File: src/rtl/pkt_frame_pkg.sv
// ---------------------------------------------------------------------------
// pkt_frame_pkg
// Shared framing definitions for the packet builder / deframer pair:
//   - data_sel opcode constants (OP0/OP1/OP2)
//   - header size and maximum framed packet size in bytes
//   - deframer FSM state encoding
//   - payload_len(): payload byte count implied by a header byte
// ---------------------------------------------------------------------------
package pkt_frame_pkg;

  localparam logic [3:0] OP0 = 4'd0;
  localparam logic [3:0] OP1 = 4'd1;
  localparam logic [3:0] OP2 = 4'd2;

  localparam logic [4:0] HDR_BYTES     = 5'd2;
  localparam logic [4:0] MAX_PKT_BYTES = 5'd19;

  typedef enum logic [1:0] {
    BEAT_WAIT = 2'd0,
    EMIT      = 2'd1,
    DRAIN     = 2'd2,
    DONE      = 2'd3
  } deframer_state_t;

  // Payload length L for a header {data_sel, byte_cnt}; result is 1..16.
  function automatic logic [4:0] payload_len(input logic [3:0] data_sel,
                                             input logic [3:0] byte_cnt);
    logic [4:0] len_v;
    if (data_sel == OP0) begin
      len_v = {3'b000, byte_cnt[3:2]} + 5'd1;
    end else if (data_sel == OP1) begin
      len_v = {2'b00, byte_cnt[3:2], 1'b0} +
              ((byte_cnt[1:0] == 2'b00) ? 5'd1 : 5'd2);
    end else begin
      // OP2 and every larger opcode use the raw byte count
      len_v = {1'b0, byte_cnt} + 5'd1;
    end
    return len_v;
  endfunction

endpackage

File: src/rtl/crc8_byte_update.sv
// ---------------------------------------------------------------------------
// crc8_byte_update
// Combinational one-byte CRC8 step, MSB-first, no reflection, no final XOR.
// Shared by the packet builder and the deframer.
// Ports:
//   crc_in  [7:0]  current CRC register value
//   data    [7:0]  byte to fold in
//   poly    [7:0]  generator polynomial (implicit x^8 term)
//   crc_out [7:0]  CRC register value after folding in data
// ---------------------------------------------------------------------------
module crc8_byte_update (
  input  logic [7:0] crc_in,
  input  logic [7:0] data,
  input  logic [7:0] poly,
  output logic [7:0] crc_out
);

  function automatic logic [7:0] crc8_step(input logic [7:0] crc_v,
                                           input logic [7:0] data_v,
                                           input logic [7:0] poly_v);
    logic [7:0] reg_v;
    reg_v = crc_v ^ data_v;
    for (int i = 0; i < 8; i++) begin
      if (reg_v[7]) begin
        reg_v = {reg_v[6:0], 1'b0} ^ poly_v;
      end else begin
        reg_v = {reg_v[6:0], 1'b0};
      end
    end
    return reg_v;
  endfunction

  // Fold one byte into the CRC
  always_comb begin
    crc_out = crc8_step(crc_in, data, poly);
  end

endmodule

File: src/rtl/packet_deframer.sv
// ---------------------------------------------------------------------------
// packet_deframer
// Accepts 32-bit little-endian beats of a framed packet
//   {byte0 = {data_sel, byte_cnt}, byte1 reserved, L payload bytes, CRC8},
// strips the header, checks the trailing CRC8 and emits the payload one byte
// per cycle. Header fields and CRC/length status are reported per packet.
//
// Configuration macro: DEFRAMER_CRC_PASS_EN
//   defined   - the CRC byte is also emitted as the final m_byte (with m_last)
//   undefined - the CRC byte is consumed internally
//
// Ports:
//   clk, reset        clock, synchronous active-high reset
//   s_data/s_valid/s_last/s_ready   beat input (one beat buffered at most)
//   m_byte/m_valid/m_last/m_ready   payload byte output
//   hdr_byte_cnt, hdr_data_sel      header fields of the current packet
//   pkt_done          one-cycle end-of-packet pulse
//   crc_err, len_err  status, valid with pkt_done, held until next header
// ---------------------------------------------------------------------------
module packet_deframer
  import pkt_frame_pkg::*;
#(
  parameter logic [7:0] CRC_POLY = 8'h07,
  parameter logic [7:0] CRC_INIT = 8'h00
) (
  input  logic        clk,
  input  logic        reset,
  input  logic [31:0] s_data,
  input  logic        s_valid,
  input  logic        s_last,
  output logic        s_ready,
  output logic [7:0]  m_byte,
  output logic        m_valid,
  output logic        m_last,
  input  logic        m_ready,
  output logic [3:0]  hdr_byte_cnt,
  output logic [3:0]  hdr_data_sel,
  output logic        pkt_done,
  output logic        crc_err,
  output logic        len_err
);

  deframer_state_t state_r;
  deframer_state_t state_next_s;

  logic [4:0]  pos_r;
  logic [31:0] beat_r;
  logic        beat_last_r;
  logic [7:0]  crc_r;
  logic [4:0]  len_r;
  logic [3:0]  hdr_byte_cnt_r;
  logic [3:0]  hdr_data_sel_r;
  logic        crc_err_r;
  logic        len_err_r;

  logic [7:0]  cur_byte_s;
  logic [7:0]  crc_next_s;
  logic [4:0]  crc_pos_s;
  logic        is_hdr_s;
  logic        is_pay_s;
  logic        is_crc_s;
  logic        slot_end_s;
  logic        emit_s;
  logic        adv_s;
  logic        m_last_s;

  crc8_byte_update u_crc (
    .crc_in  (crc_r),
    .data    (cur_byte_s),
    .poly    (CRC_POLY),
    .crc_out (crc_next_s)
  );

  // Classify the buffered byte selected by the packet byte position
  always_comb begin
    cur_byte_s = beat_r[{pos_r[1:0], 3'b000} +: 8];
    // CRC byte sits at T-1 = L+2; len_r is only meaningful past the header
    crc_pos_s  = len_r + 5'd2;
    is_hdr_s   = (pos_r < HDR_BYTES);
    is_crc_s   = !is_hdr_s && (pos_r == crc_pos_s);
    is_pay_s   = !is_hdr_s && (pos_r < crc_pos_s);
    slot_end_s = (pos_r[1:0] == 2'b11);
`ifdef DEFRAMER_CRC_PASS_EN
    emit_s   = (state_r == EMIT) && (is_pay_s || is_crc_s);
    m_last_s = is_crc_s || (is_pay_s && beat_last_r && slot_end_s);
`else
    emit_s   = (state_r == EMIT) && is_pay_s;
    m_last_s = is_pay_s &&
               ((pos_r == (crc_pos_s - 5'd1)) || (beat_last_r && slot_end_s));
`endif
    // Non-emitted bytes advance unconditionally; emitted ones wait for m_ready
    adv_s = (state_r == EMIT) && (!emit_s || m_ready);
  end

  // FSM state register
  always_ff @(posedge clk) begin
    if (reset) begin
      state_r <= BEAT_WAIT;
    end else begin
      state_r <= state_next_s;
    end
  end

  // FSM next-state logic
  always_comb begin
    state_next_s = state_r;
    case (state_r)
      BEAT_WAIT: begin
        if (s_valid) begin
          state_next_s = EMIT;
        end else begin
          state_next_s = BEAT_WAIT;
        end
      end
      EMIT: begin
        if (!adv_s) begin
          state_next_s = EMIT;
        end else if (is_crc_s) begin
          state_next_s = beat_last_r ? DONE : DRAIN;
        end else if (slot_end_s) begin
          // Beat exhausted before the CRC byte: fetch more, or terminate early
          state_next_s = beat_last_r ? DONE : BEAT_WAIT;
        end else begin
          state_next_s = EMIT;
        end
      end
      DRAIN: begin
        if (s_valid && s_last) begin
          state_next_s = DONE;
        end else begin
          state_next_s = DRAIN;
        end
      end
      DONE: begin
        state_next_s = BEAT_WAIT;
      end
      default: begin
        state_next_s = BEAT_WAIT;
      end
    endcase
  end

  // FSM outputs, all forced low while reset is asserted
  always_comb begin
    if (reset) begin
      s_ready      = 1'b0;
      m_valid      = 1'b0;
      m_byte       = 8'h00;
      m_last       = 1'b0;
      pkt_done     = 1'b0;
      hdr_byte_cnt = 4'h0;
      hdr_data_sel = 4'h0;
      crc_err      = 1'b0;
      len_err      = 1'b0;
    end else begin
      s_ready      = (state_r == BEAT_WAIT) || (state_r == DRAIN);
      m_valid      = emit_s;
      m_byte       = emit_s ? cur_byte_s : 8'h00;
      m_last       = emit_s && m_last_s;
      pkt_done     = (state_r == DONE);
      hdr_byte_cnt = hdr_byte_cnt_r;
      hdr_data_sel = hdr_data_sel_r;
      crc_err      = crc_err_r;
      len_err      = len_err_r;
    end
  end

  // Beat buffer, byte position, CRC register and per-packet status
  always_ff @(posedge clk) begin
    if (reset) begin
      pos_r          <= 5'd0;
      beat_r         <= 32'h0000_0000;
      beat_last_r    <= 1'b0;
      crc_r          <= CRC_INIT;
      len_r          <= 5'd0;
      hdr_byte_cnt_r <= 4'h0;
      hdr_data_sel_r <= 4'h0;
      crc_err_r      <= 1'b0;
      len_err_r      <= 1'b0;
    end else begin
      case (state_r)
        BEAT_WAIT: begin
          if (s_valid) begin
            beat_r      <= s_data;
            beat_last_r <= s_last;
          end
        end
        EMIT: begin
          if (adv_s) begin
            pos_r <= pos_r + 5'd1;
            if (!is_crc_s) begin
              crc_r <= crc_next_s;
            end
            if (pos_r == 5'd0) begin
              hdr_data_sel_r <= cur_byte_s[7:4];
              hdr_byte_cnt_r <= cur_byte_s[3:0];
              len_r          <= payload_len(cur_byte_s[7:4], cur_byte_s[3:0]);
              crc_err_r      <= 1'b0;
              len_err_r      <= 1'b0;
            end
            if (is_crc_s) begin
              crc_err_r <= (cur_byte_s != crc_r);
              // More beats follow the CRC byte: they will be drained
              len_err_r <= !beat_last_r;
            end else if (slot_end_s && beat_last_r) begin
              len_err_r <= 1'b1;
            end
          end
        end
        DRAIN: begin
          pos_r <= pos_r;
        end
        DONE: begin
          pos_r <= 5'd0;
          crc_r <= CRC_INIT;
        end
        default: begin
          pos_r <= pos_r;
        end
      endcase
    end
  end

endmodule

File: config.mk
export PLATFORM = sky130hd
export DESIGN_NAME = packet_deframer
export DESIGN_NICKNAME = d
export VERILOG_FILES = /design/src/rtl/pkt_frame_pkg.sv /design/src/rtl/crc8_byte_update.sv /design/src/rtl/packet_deframer.sv
export SDC_FILE = /design/constraint.sdc
export NUM_CORES = 1
export LEC_CHECK = 0
export CAP_MARGIN = 20
export CORE_MARGIN = 10
export CORE_UTILIZATION = 62
export CTS_CLUSTER_DIAMETER = 40
export DETAILED_ROUTE_END_ITERATION = 12
export PLACE_DENSITY = 0.87
export SLEW_MARGIN = 30
export SYNTH_ARGS = -nofsm -noshare
export SYNTH_HDL_FRONTEND = slang
export SYNTH_HIERARCHICAL = 1
export SYNTH_SLANG_ARGS = --single-unit
File: constraint.sdc
create_clock -name clk -period 6.3 [get_ports clk]
set_input_delay 1.26 -clock clk [delete_from_list [all_inputs] [get_ports clk]]
set_output_delay 1.26 -clock clk [all_outputs]
set_load 0.02 [all_outputs]
* Yosys cells after proc, flatten, opt, wreduce, memory -nomap -nowiden
Index checks and enable logic that the tools add are counted.
** Cells by class
- Shifts and indexed selects :: 1
- Bitwise logic cells :: 9
- Add/sub/neg operators :: 6
- Reductions and logical operators :: 27
- Multiplexer cells :: 38
- Multipliers :: 0
- Order comparisons :: 2
- Div/mod/pow operators :: 0
- Eq/ne operators :: 10
** Operators with widths (number)
- 8-bit 2-to-1 mux :: 4
- 32-bit by 6-bit indexed part select with 8-bit output :: 1
- 3-bit 2-to-1 mux :: 8
- 3-bit inverter :: 8
- 8-bit case mux with 2 select lines :: 1
- 5-bit 2-to-1 mux :: 3
- 1-bit 2-to-1 mux :: 13
- 3-bit AND reduction :: 4
- 5-bit equality test :: 2
- 2-bit 2-to-1 mux :: 5
- 5-bit case mux with 2 select lines :: 1
- 1-bit logical AND :: 8
- 4-bit 2-to-1 mux :: 2
- 8-bit != test :: 1
- 2-bit case mux with 4 select lines :: 1
- 8-bit bitwise XOR :: 1
- 2-bit equality test, second input constant :: 3
- 4-bit by 1-bit adder with 5-bit output, second input constant :: 1
- 5-bit by 1-bit adder with 5-bit output, second input constant :: 1
- 5-bit by 2-bit adder with 5-bit output, second input constant :: 1
- 5-bit zero test :: 1
- 5-bit by 2-bit less-than comparator with 1-bit output, second input constant :: 1
- 5-bit less-than comparator :: 1
- 5-bit by 1-bit subtractor with 5-bit output, second input constant :: 1
- 12 further kinds :: 20
** Word-level totals
- Latch bits :: 0
- Bits in writable memories :: 0
- Bits in read-only memories :: 0
- Bits in registers :: 63
- Memories kept :: 0
- Output and inout bits :: 22
- Input bits :: 37
- Word-level logic and storage cells :: 103

* Logic depth before layout (Yosys ltp)
- Depth after elaboration :: 21
- Gate-level depth with buffers :: 16
- Mapped depth without buffers :: 14

* Hierarchy
The synthesis kept the hierarchy.
** Modules (own cells, without submodules)
- packet_deframer :: seq. area each 1261.2 µm², cells each 421, area each 3477.1 µm², instances 1
- crc8_byte_update :: seq. area each 0.0 µm², cells each 197, area each 1462.7 µm², instances 1

* Worst setup path after synthesis
OpenSTA, ideal clock, no wires.
- Kind :: input port to output port
- Start point :: input port reset
- End point :: output port m_last
- Data arrival time :: 2183 ps
- Stages on the path :: 3
- Path slack :: 2857 ps
- Cell sequence :: nor4_1 -> o211ai_1 -> a21oi_1
** On the way
- Longest elaborated chain between the ends :: 1
** Ends and longest elaborated chain
- start, declared :: line packet_deframer.sv:27 : input logic reset,
- 1-bit 2-to-1 mux :: line packet_deframer.sv:145 : if (reset) begin
- end, declared :: line packet_deframer.sv:34 : output logic m_last,
Every way passes these cells.

* Worst setup path after layout
- Start point :: register pos_r[0]
- End point :: register crc_r[3]
** RTL lines
- start, declared :: line packet_deframer.sv:46 : logic [4:0] pos_r;
- start signal, assigned :: line packet_deframer.sv:190 : pos_r <= pos_r + 5'd1;
- start signal, assigned :: line packet_deframer.sv:211 : pos_r <= pos_r;
- start signal, assigned :: line packet_deframer.sv:218 : pos_r <= pos_r;
- 32-bit by 6-bit indexed part select with 8-bit output :: line packet_deframer.sv:76 : cur_byte_s = beat_r[{pos_r[1:0], 3'b000} +: 8];
- named net cur_byte_s[7] :: line packet_deframer.sv:56 : logic [7:0] cur_byte_s;
- 8-bit bitwise XOR :: line crc8_byte_update.sv:22 : reg_v = crc_v ^ data_v;
- 3-bit 2-to-1 mux (2 in a row) :: line crc8_byte_update.sv:24 : if (reg_v[7]) begin
- named net crc_next_s[3] :: line packet_deframer.sv:57 : logic [7:0] crc_next_s;
- 8-bit 2-to-1 mux :: line packet_deframer.sv:191 : if (!is_crc_s) begin
- 8-bit 2-to-1 mux :: line packet_deframer.sv:189 : if (adv_s) begin
- 8-bit case mux with 2 select lines :: line packet_deframer.sv:181 : case (state_r)
- end signal, assigned :: line packet_deframer.sv:192 : crc_r <= crc_next_s;
- end, declared :: line packet_deframer.sv:49 : logic [7:0] crc_r;
The timed path passes the listed nets, and every way through them passes these cells. The select of a mux whose other input is x is not followed.
A chain may end at the register's enable or synchronous reset.

==> flow_summary.json <==
{
  "most-common-layout-cells": "115 x nand2_1, 63 x dfxtp_1, 59 x a21oi_1, 57 x clkdlybuf4s50_1",
  "path_max_fanout": 12,
  "synth.avg_cell_area_um2": 7.99,
  "synth_seq_cells": 63,
  "hold_violations": 0,
  "dp_hpwl_mm": 9.31,
  "cp_num_buf_inv": 0,
  "fin_nets": 709,
  "start_kind": "flop",
  "synthFlopType": "dfxtp_1",
  "maxCapViolCount": 0,
  "cts_tree": "built",
  "ir_drop_uv": 232,
  "dp_slack_ps": 1930,
  "r2r-end": "crc_r[3]$_SDFFE_PP0P_",
  "met3WireLength_mm": 1.10,
  "leakagePower_nw": 2.27,
  "synth_area_leader_cell": "dfxtp_1",
  "cts-hold-fix-buffers": 0,
  "die_area_um2": 11900,
  "port_buffers": 58,
  "num_antenna_cells": 0,
  "worstPathRequired_ps": 6510,
  "cts-resized-gates": 0,
  "htreeDepth": 3,
  "crit_chain": "mux4_2 -> xor2_1 -> nand2_1 -> xnor2_1 -> o31a_1 -> o21ai_0 -> o211ai_1 -> o211a_1 -> o21ai_1 -> xnor3_1 -> xor2_1 -> nand2_1 -> mux2i_1",
  "worst_r2r_startpoint": "pos_r[0]$_SDFFE_PP0P_",
  "grt_pass1_vias": 4394,
  "synth_area_leaders": "dfxtp_1 26%, nand2_1 8.8%, a21oi_1 6.1%",
  "grt.total_usage": 0.212,
  "area_growth_pct": 16.0,
  "path_class": "reg -> reg",
  "rsz0062_at_grt": "false",
  "gp_congestion": 0.905,
  "status": "completed",
  "post-route-drc-count": 0,
  "synthDistinctLibCells": 70,
  "fin_skew_ps": 13.9,
  "min_period_over_period": 0.707,
  "cts_setup_buffers": 0,
  "holdPathStages": 2,
  "power_density_nw_per_um2": 418,
  "synth_edf_count": 0,
  "async_reset_ff_frac": 0,
  "final_common_cell": "nand2_1",
  "cts_buffers": 9,
  "cpPeakStageDelay_ps": 740,
  "drt_pass1_iterations": 5,
  "grt_pass1_wl_mm": 20.9,
  "setup_slack_ps": 1850,
  "worst_pin_slew_ps": 957,
  "fp.dieW_um": 109,
  "grt_max_degree": 77,
  "cp_slowest_cell": "dfxtp_1",
  "fp.coreArea_um2": 7730,
  "dr_wl_met2_mm": 5.80,
  "rr_worst_depth": 13,
  "setup_viol": 0,
  "postRouteAntennaNets": 0,
  "drt_iter0_drc": 321,
  "tns_ps": 0,
  "clock_sinks": 63,
  "wire_per_inst_um": 16.3,
  "critical-path-top-delay-family": "XOR/XNOR gates",
  "fmax_mhz": 225,
  "drive_gt1_frac": 0.0724,
  "synth_top_area_frac": 0.255,
  "hold_start": "beat_r[30]$_SDFFE_PP0P_",
  "path_clk_slew_ps": 80,
  "num_rows": 32,
  "initial_utilization": 0.639,
  "crit_path_end_kind": "flop",
  "slew_headroom": 0.359,
  "r2r_setup_slack_ps": 1850,
  "yosysWarnings": 6,
  "clock_latency_ps": 340,
  "min_path_type": "reg -> reg",
  "vias": 4543,
  "report.final.slew_viol_count": 0,
  "synth_cells": 618,
  "top_layer": "met4",
  "wl_met1_mm": 5.41,
  "antenna_found_initial": 0,
  "arrival_ps": 4660,
  "dieHeight_um": 109,
  "holdPathEnd": "beat_r[30]$_SDFFE_PP0P_",
  "drt_wl_total_mm": 12.5,
  "seq_area_frac_synth": 0.255,
  "finalCriticalPeriod_ps": 4450,
  "io_pins": 59,
  "grt_overflow": 0,
  "cts_root_buffer": "clkbuf_8",
  "vias_per_cell": 5.94,
  "clockBufferDepth": 2,
  "synth_area_um2": 4940,
  "fillers": 557
}
-- area by class of cell --
class,count,area [µm²],share of cell area
inverter,21,78.8,0.0138
multi-input combinational,503,3440,0.601
sequential,63,1260,0.220
clock buffer,12,155,0.0271
timing repair buffer,60,588,0.103
clock inverter,4,77.6,0.0135
tap,102,128,0.0223
-- routing by layer --
layer  vias to the layer above  GRT usage
li1                       2211          -
met3                        22     0.0584
met1                      2116      0.275
met4                         0     0.0558
met5                         -          0
met2                       194      0.339
-- through the flow --
step / util / cells / instance area [µm²] / power, mW / hold WS (ps)
2_1_floorplan: - / 627 / 4970 / 1.72 / 432
3_3_place_gp: 0.710 / 748 / 5490 / 1.91 / 438
3_5_place_dp: 0.711 / 749 / 5490 / 1.94 / 444
4_1_cts: 0.741 / 765 / 5720 / 2.36 / 453
5_1_grt: 0.742 / 765 / 5730 / 2.56 / 473
6_report: 0.742 / 765 / 5730 / 2.40 / 454
-- logic make-up (layout without fill, tap and decap cells) --
logic type,Yosys count,after routing,synth area share
flops,63,63,0.255
other cells,2,11,0.00152
simple gates,250,250,0.247
xor+xnor,71,71,0.163
compound gates,131,131,0.166
mux,26,26,0.0757
fa+ha+maj,14,14,0.0355
buf+inv,61,97,0.0562
-- tightest hold or removal path, cell delays in order (launching register included) --
cell and delay [ps]:
dfxtp_1 310, nand2_1 50, a21oi_1 50
-- power by group --
| group | internal [mW] | total (mW) | switching (mW) |
|---|---|---|---|
| Clock | 0.246 | 0.407 | 0.161 |
| Sequential | 0.433 | 0.469 | 0.0358 |
| Combinational | 0.742 | 1.52 | 0.778 |
| Total | 1.42 | 2.40 | 0.975 |
-- worst max-delay path by stage --
stage	slack, ps	startpoint	endpoint	cells past startpoint
floorplan	2860	reset	m_last	3
global placement	2060	reset	m_last	5
detailed placement	1930	pos_r[0]$_SDFFE_PP0P_	crc_r[3]$_SDFFE_PP0P_	13
CTS	1890	pos_r[0]$_SDFFE_PP0P_	crc_r[3]$_SDFFE_PP0P_	13
global route	1510	pos_r[0]$_SDFFE_PP0P_	crc_r[3]$_SDFFE_PP0P_	13
finish	1850	pos_r[0]$_SDFFE_PP0P_	crc_r[3]$_SDFFE_PP0P_	13
-- synth_stat cells (all sizes together), types with 11 or more instances --
master	instances
nand2	116
dfxtp	63
a21oi	60
xnor2	34
nand3	32
nor2	32
o21ai	27
xor2	26
clkbuf	24
inv	18
buf	16
mux2i	16
ha	14
nand2b	14
nor3	11
-- state kept, by name, summed over array words and instances, names as in the netlist, named ones only --
signal	flops
hdr_data_sel_r	4
beat_r	32
len_err_r	1
pos_r	5
crc_err_r	1
crc_r	8
beat_last_r	1
len_r	5
hdr_byte_cnt_r	4
state_r	1
(Power assumes the default switching activity.)
